[config.mk]
export PLATFORM = sky130hd
export DESIGN_NAME = param_seq_alu
export DESIGN_NICKNAME = d
export VERILOG_FILES = /design/src/rtl/alu_pkg.sv /design/src/rtl/param_seq_alu_iter_datapath.sv /design/src/rtl/param_seq_alu.sv
export SDC_FILE = /design/constraint.sdc
export NUM_CORES = 1
export LEC_CHECK = 0
export ABC_AREA = 1
export BUFFER_PORTS_ARGS = -buffer_cell sky130_fd_sc_hd__buf_4
export CORE_AREA = 10 10 163 225
export CTS_BUF_LIST = sky130_fd_sc_hd__clkbuf_4
export DETAILED_ROUTE_END_ITERATION = 8
export DIE_AREA = 0 0 173 235
export SYNTH_ARGS = -nofsm -noshare
export SYNTH_HDL_FRONTEND = slang
export SYNTH_SLANG_ARGS = --single-unit
export TNS_END_PERCENT = 1
[constraint.sdc]
create_clock -name clk -period 3.1 [get_ports clk]
set_clock_uncertainty 0.1 [all_clocks]
set_input_delay 0.465 -clock clk [delete_from_list [all_inputs] [get_ports clk]]
set_output_delay 0.465 -clock clk [all_outputs]
set_load 0.02 [all_outputs]
[src/rtl/alu_pkg.sv]
// Shared opcode and FSM state definitions for the sequential ALU.
package alu_pkg;

  localparam int OP_W = 4;

  typedef enum logic [OP_W-1:0] {
    OP_ADD = 4'd0,
    OP_SUB = 4'd1,
    OP_AND = 4'd2,
    OP_OR  = 4'd3,
    OP_XOR = 4'd4,
    OP_NOT = 4'd5,
    OP_SHL = 4'd6,
    OP_SAR = 4'd7,
    OP_MUL = 4'd8,
    OP_DIV = 4'd9
  } op_e;

  typedef enum logic [1:0] {
    ST_IDLE = 2'd0,
    ST_ITER = 2'd1,
    ST_DONE = 2'd2
  } state_e;

endpackage

[src/rtl/param_seq_alu_iter_datapath.sv]
// Multi-cycle engine: signed radix-2 Booth multiply and unsigned restoring divide,
// one step per clock, sharing the A/Q/M registers and the step counter.
module iter_datapath #(
  parameter int W  = 16,
  parameter int CW = $clog2(W) + 1
) (
  input  logic         clk,
  input  logic         rst,
  input  logic         load,
  input  logic         is_div,
  input  logic         step,
  input  logic [W-1:0] in1,
  input  logic [W-1:0] in2,
  output logic         last,
  output logic [W-1:0] res_hi,
  output logic [W-1:0] res_lo
);

  // A carries one guard bit so Booth add/sub of the most negative M stays exact
  logic [W:0]    a_q, a_d;
  logic [W-1:0]  q_q, q_d;
  logic [W-1:0]  m_q, m_d;
  logic          q1_q, q1_d;
  logic          div_q, div_d;
  logic [CW-1:0] cnt_q, cnt_d;

  logic [W:0]    m_ext_s;
  logic [W:0]    booth_sum_s;
  logic [W:0]    a_sh_s;
  logic [W+1:0]  diff_s;

  // next-state for one Booth or restoring-division step
  always_comb begin
    a_d   = a_q;
    q_d   = q_q;
    m_d   = m_q;
    q1_d  = q1_q;
    div_d = div_q;
    cnt_d = cnt_q;

    m_ext_s = {m_q[W-1], m_q};
    case ({q_q[0], q1_q})
      2'b01:   booth_sum_s = a_q + m_ext_s;
      2'b10:   booth_sum_s = a_q - m_ext_s;
      default: booth_sum_s = a_q;
    endcase
    a_sh_s = {a_q[W-1:0], q_q[W-1]};
    diff_s = {1'b0, a_sh_s} - {2'b00, m_q};

    if (load) begin
      a_d   = {(W+1){1'b0}};
      q_d   = in1;
      m_d   = in2;
      q1_d  = 1'b0;
      div_d = is_div;
      cnt_d = {CW{1'b0}};
    end else if (step) begin
      cnt_d = cnt_q + {{(CW-1){1'b0}}, 1'b1};
      if (div_q) begin
        if (diff_s[W+1]) begin
          a_d = a_sh_s;
          q_d = {q_q[W-2:0], 1'b0};
        end else begin
          a_d = diff_s[W:0];
          q_d = {q_q[W-2:0], 1'b1};
        end
      end else begin
        a_d  = {booth_sum_s[W], booth_sum_s[W:1]};
        q_d  = {booth_sum_s[0], q_q[W-1:1]};
        q1_d = q_q[0];
      end
    end else begin
      a_d = a_q;
    end
  end

  // engine registers
  always_ff @(posedge clk) begin
    if (rst) begin
      a_q   <= {(W+1){1'b0}};
      q_q   <= {W{1'b0}};
      m_q   <= {W{1'b0}};
      q1_q  <= 1'b0;
      div_q <= 1'b0;
      cnt_q <= {CW{1'b0}};
    end else begin
      a_q   <= a_d;
      q_q   <= q_d;
      m_q   <= m_d;
      q1_q  <= q1_d;
      div_q <= div_d;
      cnt_q <= cnt_d;
    end
  end

  // results are taken from next-state so the top can latch them on the final step edge
  assign last   = step & (cnt_q == CW'(W - 1));
  assign res_hi = a_d[W-1:0];
  assign res_lo = q_d;

endmodule

[src/rtl/param_seq_alu.sv]
// Sequential ALU top: IDLE/ITER/DONE control, single-cycle ops and flag generation.
module param_seq_alu
  import alu_pkg::*;
#(
  parameter int W  = 16,
  parameter int CW = $clog2(W) + 1
) (
  input  logic            clk,
  input  logic            rst,
  input  logic            start,
  input  logic [OP_W-1:0] op,
  input  logic [W-1:0]    in1,
  input  logic [W-1:0]    in2,
  output logic [2*W-1:0]  result,
  output logic            busy,
  output logic            done,
  output logic            c,
  output logic            z,
  output logic            v,
  output logic            n,
  output logic            dz
);

  localparam logic [W-1:0] W_VAL = W'(W);

  state_e         state_q, state_d;
  logic           busy_q, busy_d, done_q, done_d;
  logic [2*W-1:0] result_q, result_d;
  logic           c_q, c_d, z_q, z_d, v_q, v_d, n_q, n_d, dz_q, dz_d;
  logic           mul_q, mul_d;

  logic [CW-1:0]  sh_s;
  logic [W:0]     add_s, sub_s, shl_s, sar_s;
  logic [W-1:0]   sc_lo, sc_hi;
  logic           sc_c, sc_v, sc_dz;
  logic           div_nz_s, iter_op_s;
  logic           dp_load_s, dp_step_s, dp_last_s;
  logic [W-1:0]   dp_hi_s, dp_lo_s;

  assign div_nz_s  = (op == OP_DIV) && (in2 != {W{1'b0}});
  assign iter_op_s = (op == OP_MUL) || div_nz_s;
  assign dp_load_s = (state_q == ST_IDLE) && start && iter_op_s;
  assign dp_step_s = (state_q == ST_ITER);

  iter_datapath #(.W(W), .CW(CW)) u_iter (
    .clk    (clk),
    .rst    (rst),
    .load   (dp_load_s),
    .is_div (op == OP_DIV),
    .step   (dp_step_s),
    .in1    (in1),
    .in2    (in2),
    .last   (dp_last_s),
    .res_hi (dp_hi_s),
    .res_lo (dp_lo_s)
  );

  // single-cycle operation results, evaluated on the live inputs at the accepting edge
  always_comb begin
    sh_s  = CW'(in2 % W_VAL);
    add_s = {1'b0, in1} + {1'b0, in2};
    sub_s = {1'b0, in1} + {1'b0, ~in2} + {{W{1'b0}}, 1'b1};
    shl_s = {1'b0, in1} << sh_s;
    sar_s = $signed({in1, 1'b0}) >>> sh_s;
    sc_lo = {W{1'b0}};
    sc_hi = {W{1'b0}};
    sc_c  = 1'b0;
    sc_v  = 1'b0;
    sc_dz = 1'b0;
    case (op)
      OP_ADD: begin
        sc_lo = add_s[W-1:0];
        sc_c  = add_s[W];
        sc_v  = (in1[W-1] == in2[W-1]) && (sc_lo[W-1] != in1[W-1]);
      end
      OP_SUB: begin
        sc_lo = sub_s[W-1:0];
        sc_c  = sub_s[W];
        sc_v  = (in1[W-1] != in2[W-1]) && (sc_lo[W-1] != in1[W-1]);
      end
      OP_AND: sc_lo = in1 & in2;
      OP_OR:  sc_lo = in1 | in2;
      OP_XOR: sc_lo = in1 ^ in2;
      OP_NOT: sc_lo = ~in1;
      OP_SHL: begin
        sc_lo = shl_s[W-1:0];
        sc_c  = shl_s[W];
      end
      OP_SAR: begin
        sc_lo = sar_s[W:1];
        sc_c  = sar_s[0];
      end
      OP_DIV: begin
        sc_lo = {W{1'b1}};
        sc_hi = in1;
        sc_dz = 1'b1;
      end
      default: sc_lo = {W{1'b0}};
    endcase
  end

  // control next-state; outputs only change on entry to DONE or on leaving it
  always_comb begin
    state_d  = state_q;
    busy_d   = busy_q;
    done_d   = 1'b0;
    result_d = result_q;
    c_d      = c_q;
    z_d      = z_q;
    v_d      = v_q;
    n_d      = n_q;
    dz_d     = dz_q;
    mul_d    = mul_q;
    case (state_q)
      ST_IDLE: begin
        busy_d = 1'b0;
        if (start) begin
          busy_d = 1'b1;
          if (iter_op_s) begin
            state_d = ST_ITER;
            mul_d   = (op == OP_MUL);
          end else begin
            state_d  = ST_DONE;
            done_d   = 1'b1;
            result_d = {sc_hi, sc_lo};
            c_d      = sc_c;
            z_d      = (sc_lo == {W{1'b0}});
            v_d      = sc_v;
            n_d      = sc_lo[W-1];
            dz_d     = sc_dz;
          end
        end else begin
          state_d = ST_IDLE;
        end
      end
      ST_ITER: begin
        if (dp_last_s) begin
          state_d  = ST_DONE;
          done_d   = 1'b1;
          result_d = {dp_hi_s, dp_lo_s};
          c_d      = 1'b0;
          v_d      = 1'b0;
          dz_d     = 1'b0;
          z_d      = mul_q ? ({dp_hi_s, dp_lo_s} == {(2*W){1'b0}}) : (dp_lo_s == {W{1'b0}});
          n_d      = mul_q ? dp_hi_s[W-1] : dp_lo_s[W-1];
        end else begin
          state_d = ST_ITER;
        end
      end
      ST_DONE: begin
        state_d = ST_IDLE;
        busy_d  = 1'b0;
      end
      default: begin
        state_d = ST_IDLE;
        busy_d  = 1'b0;
      end
    endcase
  end

  // FSM and registered outputs
  always_ff @(posedge clk) begin
    if (rst) begin
      state_q  <= ST_IDLE;
      busy_q   <= 1'b0;
      done_q   <= 1'b0;
      result_q <= {(2*W){1'b0}};
      c_q      <= 1'b0;
      z_q      <= 1'b0;
      v_q      <= 1'b0;
      n_q      <= 1'b0;
      dz_q     <= 1'b0;
      mul_q    <= 1'b0;
    end else begin
      state_q  <= state_d;
      busy_q   <= busy_d;
      done_q   <= done_d;
      result_q <= result_d;
      c_q      <= c_d;
      z_q      <= z_d;
      v_q      <= v_d;
      n_q      <= n_d;
      dz_q     <= dz_d;
      mul_q    <= mul_d;
    end
  end

  assign result = result_q;
  assign busy   = busy_q;
  assign done   = done_q;
  assign c      = c_q;
  assign z      = z_q;
  assign v      = v_q;
  assign n      = n_q;
  assign dz     = dz_q;

endmodule

-- After elaboration in Yosys (flattened, before gate mapping)
Index checks and enable logic that the tools add are counted.
- flip-flop bits (word level): 98
- input port bits: 39
- output and inout port bits: 39
- word-level logic and storage cells: 118
- add/subtract/negate cells: 7
- equality and inequality tests: 20
- shift operators: 2
- multiplexer cells: 48
- bitwise operators: 7
- reduce and logical (&&, ||, !) cells: 17
- operators with widths (cell ; number):
    case mux 16 bit (9 select lines) ; 1
    two-way mux 16 bit ; 6
    two-way mux 32 bit ; 3
    case mux 32 bit (2 select lines) ; 1
    adder 16 x 16 -> 17 bit ; 2
    two-way mux 17 bit ; 2
    case mux 17 bit (2 select lines) ; 1
    zero test 16 bit ; 2
    zero test 32 bit ; 1
    NOT 16 bit ; 2
    two-way mux 1 bit ; 21
    subtractor 17 x 16 -> 18 bit ; 1
    adder 17 x 1 -> 17 bit, second input constant ; 1
    adder 17 bit ; 1
    << shifter 16 x 4 -> 17 bit ; 1
    >>> shifter 17 x 4 -> 17 bit ; 1
    subtractor 17 bit ; 1
    bitwise AND 16 bit ; 1
    == test 4 x 3 -> 1 bit, second input constant ; 4
    OR 16 bit ; 1
    case mux 1 bit (2 select lines) ; 8
    nonzero test 16 bit ; 1
    XOR 16 bit ; 1
    == test 4 x 2 -> 1 bit, second input constant ; 2
    23 further kinds ; 35

-- Longest topological paths before layout
- word-level depth: 9
- mapped depth: 31

-- By module
Synthesis repeated with hierarchy kept, for this count alone.
- cells, all modules: 2008
- area, all modules: 11382.2 sq um
- by module, submodules not included (module ; instances ; cells an instance ; area an instance (sq um) ; seq. area each (sq um)):
    param_seq_alu ; 1 ; 1147 ; 6243.5 ; 820.8
    iter_datapath ; 1 ; 861 ; 5138.7 ; 1121.1

-- Least setup slack after synthesis
No wires, ideal clock.
- path type: flip-flop to flip-flop
- start point: reg u_iter.m_q[1]
- end point: reg z_q, in the netlist z
- arrival: 3.126 ns
- slack: -0.192 ns
- stages on the path, launching flop included: 27
- path buffers: 0
- cells stage by stage: dfxtp_1 -> inv_1 -> ha_1 -> nand3_1 -> nor2_1 -> nand2_1 -> o31ai_1 -> o21ai_0 -> xor2_1 -> ha_1 -> inv_1 -> nor3_1 -> and2_1 -> nand2_1 -> nand2_1 -> nand2_1 -> nand3_1 -> nand2_1 -> nand2_1 -> nand2_1 -> nand3_1 -> nand3_1 -> nor2_1 -> nand2_1 -> nand2_1 -> nand2_1 -> a21oi_2
- cells in the longest elaborated chain, start to end: 9
- ends and longest elaborated chain (what ; line ; source):
    from (decl) ; param_seq_alu_iter_datapath.sv:22 ; logic [W-1:0] m_q, m_d;
    from (signal assigned) ; param_seq_alu_iter_datapath.sv:82 ; m_q <= {W{1'b0}};
    from (signal assigned) ; param_seq_alu_iter_datapath.sv:89 ; m_q <= m_d;
    subtractor 17 bit, or another cell as far along ; param_seq_alu_iter_datapath.sv:44 ; 2'b10: booth_sum_s = a_q - m_ext_s;
    case mux 17 bit (2 select lines), or another cell as far along ; param_seq_alu_iter_datapath.sv:42 ; case ({q_q[0], q1_q})
    two-way mux 17 bit or two-way mux 16 bit (tied branches) ; param_seq_alu_iter_datapath.sv:59 ; if (div_q) begin
    two-way mux 16 bit ; param_seq_alu_iter_datapath.sv:57 ; end else if (step) begin
    two-way mux 16 bit ; param_seq_alu_iter_datapath.sv:50 ; if (load) begin
    zero test 32 bit or zero test 16 bit (tied branches) ; param_seq_alu.sv:144 ; z_d = mul_q ? ({dp_hi_s, dp_lo_s} == {(2*W){1'b0}}) : (dp_lo_s == {W{1'b0}});
    two-way mux 1 bit * ; param_seq_alu.sv:144 ;
    two-way mux 1 bit * ; param_seq_alu.sv:137 ; if (dp_last_s) begin
    case mux 1 bit (2 select lines) * ; param_seq_alu.sv:114 ; case (state_q)
    to (signal assigned) ; param_seq_alu.sv:180 ; z_q <= z_d;
    to (decl) ; param_seq_alu.sv:29 ; logic c_q, c_d, z_q, z_d, v_q, v_d, n_q, n_d, dz_q, dz_d;
Every way passes the cells marked *; elsewhere a longest branch is shown, timed or not. The select of a mux whose other input is x is not followed.
A chain may end at the register's enable or synchronous reset.

-- Worst setup path in the final report
- start point: reg u_iter.m_q[2]
- end point: reg z_q, in the netlist z
Same word-level chain as after synthesis.

==> run metrics <==
final routed DRC violation total 0; final worst setup slack -512 ps; Max Cap Viol 0; Layout Nets 2381; Syn. warnings 0; CP Launch Type flip-flop; HPWL after DPL 42700 um; wl on met1 18900 um; hold crit path type in -> reg; syn_area_per_cell 5.75 um2; CTS Hold Buffers Added 0; smallest hold slack between 150 and 200 ps; Crit Path Class reg -> reg; met2 wire length about 26000 um; clock tree sinks 97; most frequent cells in the layout 529 x nand2_1, 364 x buf_4, 206 x inv_1; first-pass iteration count of the detailed router 6; Worst path slowest cell dfxtp_2; max-slew violation count 0; RSZ-0062 raised after global routing true; Crit path largest cell delay 360 ps; Buffers & Inverters on Critical Path 5; layout cells sized above 1 ~22%; TritonCTS clock tree yes; CP required 3450 ps; Slew headroom 57.5%; Highest Signal Layer met4; fmax 0.277 GHz; #FFs+latches synth 97; clk root buf clkbuf_4; die height 235 um; Finished Core Util 45.1%; initial DRC count slightly below 1000; initial antenna violation count 1; sequential area share after synthesis 17.3%; ANT nets after route 0; Top-Level Pins 78; CTS H-tree depth 3; Lkg Pwr 7.21 nW; Synth Net Count 2080; Initial Util between 30% and 40%; setup tns final -3050 ps; Arrival @ worst endpoint between 3000 and 4000 ps; first-pass GRT wire length 78000 um; dominant synthesized flop cell dfxtp_1; EDFF count, synth 0; maximum buffer depth of the clock tree 2; VDD IR-drop max 0.185 mV; synthesized cell area approximately 11000 um2; WL/cell 18.9 um; ys async rst share 0%; routability cong. roughly 1.1; clk_lat worst skew 510 ps; Final Critical Period 3610 ps; final WL 50900 um; commonest non-fill, non-tap cell in the layout nand2_1; vias in the first global route 14100; vias 14200; Worst Setup End Kind flip-flop; Crit path max-delay family simple AND/OR/NAND/NOR gates; die area 40700 um2; crit path max fanout 3; Placement Setup Slack -549 ps; post-DR vias/cell 5.28; CTS Buf Count 9; maximum number of pins on one net before global-route repair 53; Netlist cell types 55; area of the core 32400 um2; I/O Buffers 77; row count 78; final setup vio count 12; Crit path top cell by count nand2_1; Post-Synthesis Cells 1952; global-route usage over all layers between 20 and 25%; Slew @ Worst Pin 637 ps; clock-pin slew on the worst setup and hold paths approximately 150 ps; number of hold violations in the final report 0; total gr overflow 0; outcome finished with violations; Tcrit/Tclk final 117%; Power per Cell Area 344 nW/um2; failing checks negative setup slack; routed length on met3 roughly 2400 um; DIE WIDTH roughly 170 um; synthesis-to-finish area growth 30.3%
==> tightest hold or removal path: stages <==
cell and delay, ps:
buf_4 120, o21ai_0 80, a21oi_1 100
==> per-stage QoR <==
step | std cells | power, mW | area (um2)
after floorplan | 1952 | 2.96 | 11300
after global placement | 2676 | 4.11 | 14200
after detailed placement | 2676 | 4.13 | 14200
after CTS | 2692 | 4.93 | 14400
after global routing | 2699 | 5.36 | 14600
final | 2699 | 5.03 | 14600
==> registers in the layout, indices dropped and copies added, names as in the netlist, 2 cells and up <==
register / count
u_iter.a_q: 17
u_iter.cnt_q: 5
u_iter.m_q: 16
state_q: 2
u_iter.q_q: 16
result: 32
==> cell families (layout without fill, tap and decap cells) <==
| kind of cell | Yosys count | after routing | share of synthesized area [%] |
|---|---|---|---|
| xor gates and xnor gates | 31 | 31 | 2.42 |
| other | 0 | 1 | 0 |
| adders and majority gates | 89 | 89 | 10.2 |
| and+or+nand+nor | 995 | 995 | 37.7 |
| muxes | 2 | 2 | 0.178 |
| buffers and inverters | 315 | 621 | 11.3 |
| AOI/OAI and AO/OA | 423 | 423 | 20.9 |
| DFF | 97 | 97 | 17.3 |
==> synth_stat cells (4+ instances only) <==
master | n | share of area [%]
nand2_1 | 545 | 18
inv_1 | 213 | 7.1
nor2_1 | 197 | 6.6
a21oi_1 | 172 | 7.7
nand3_1 | 149 | 6.6
o21ai_0 | 147 | 6.6
dfxtp_1 | 97 | 17
ha_1 | 85 | 9.5
clkbuf_1 | 37 | 1.2
buf_2 | 28 | 1.2
nand4_1 | 25 | 1.4
o211ai_1 | 25 | 1.7
xor2_1 | 21 | 1.6
inv_2 | 20 | 0.67
nor3_1 | 20 | 0.89
o21ai_1 | 20 | 0.89
nand2_2 | 12 | 0.67
a31oi_1 | 11 | 0.61
o221ai_1 | 10 | 0.78
xnor2_1 | 10 | 0.78
and2_1 | 7 | 0.39
nand3_2 | 7 | 0.62
nand3b_1 | 7 | 0.47
buf_1 | 6 | 0.20
o21a_1 | 6 | 0.40
o21bai_1 | 5 | 0.33
or2_1 | 5 | 0.28
a22oi_1 | 4 | 0.27
fa_1 | 4 | 0.71
nand2_4 | 4 | 0.40
o22ai_1 | 4 | 0.22
or2_2 | 4 | 0.22
==> final timing paths <==
path                               startpoint             end  slack (ps)  cells past startpoint
worst max-delay path            u_iter.m_q[2]               z        -510                     29
worst max register to register  u_iter.m_q[2]               z        -510                     29
worst min-delay path                  in2[11]  u_iter.m_q[11]         190                      3
worst min register to register     result[14]      result[14]         380                      2
==> power breakdown <==
part	internal, mW	total (mW)	switching, mW
registers	1.31	1.37	0.0592
logic	1.14	2.88	1.74
clock network	0.332	0.783	0.452
==> cell type report <==
| class | count | area (um2) |
|---|---|---|
| Inverter | 237 | 897 |
| Multi-Input combinational cell | 1540 | 8250 |
| Fill cell | 3526 | 17800 |
| Clock inverter | 6 | 82.6 |
| Timing Repair Buffer | 368 | 2800 |
| Antenna cell | 1 | 2.50 |
| Clock buffer | 10 | 75.1 |
| Sequential cell | 97 | 1950 |
| Tap cell | 440 | 551 |
==> per-layer routing <==
metal / vias to the layer above / GRT usage [%]
met4: 0 / 16.2
met1: 6542 / 25.0
met2: 510 / 45.1
li1: 7026 / -
met3: 169 / 2.20
met5: - / 0
==> repair_timing <==
action / CTS / global route
pin swaps: 1 / 23
endpoints found under the setup margin: 17 / 24
setup buffers: 0 / 6
resized for setup: 13 / 45
No activity file was read; power rests on OpenSTA's default activity.
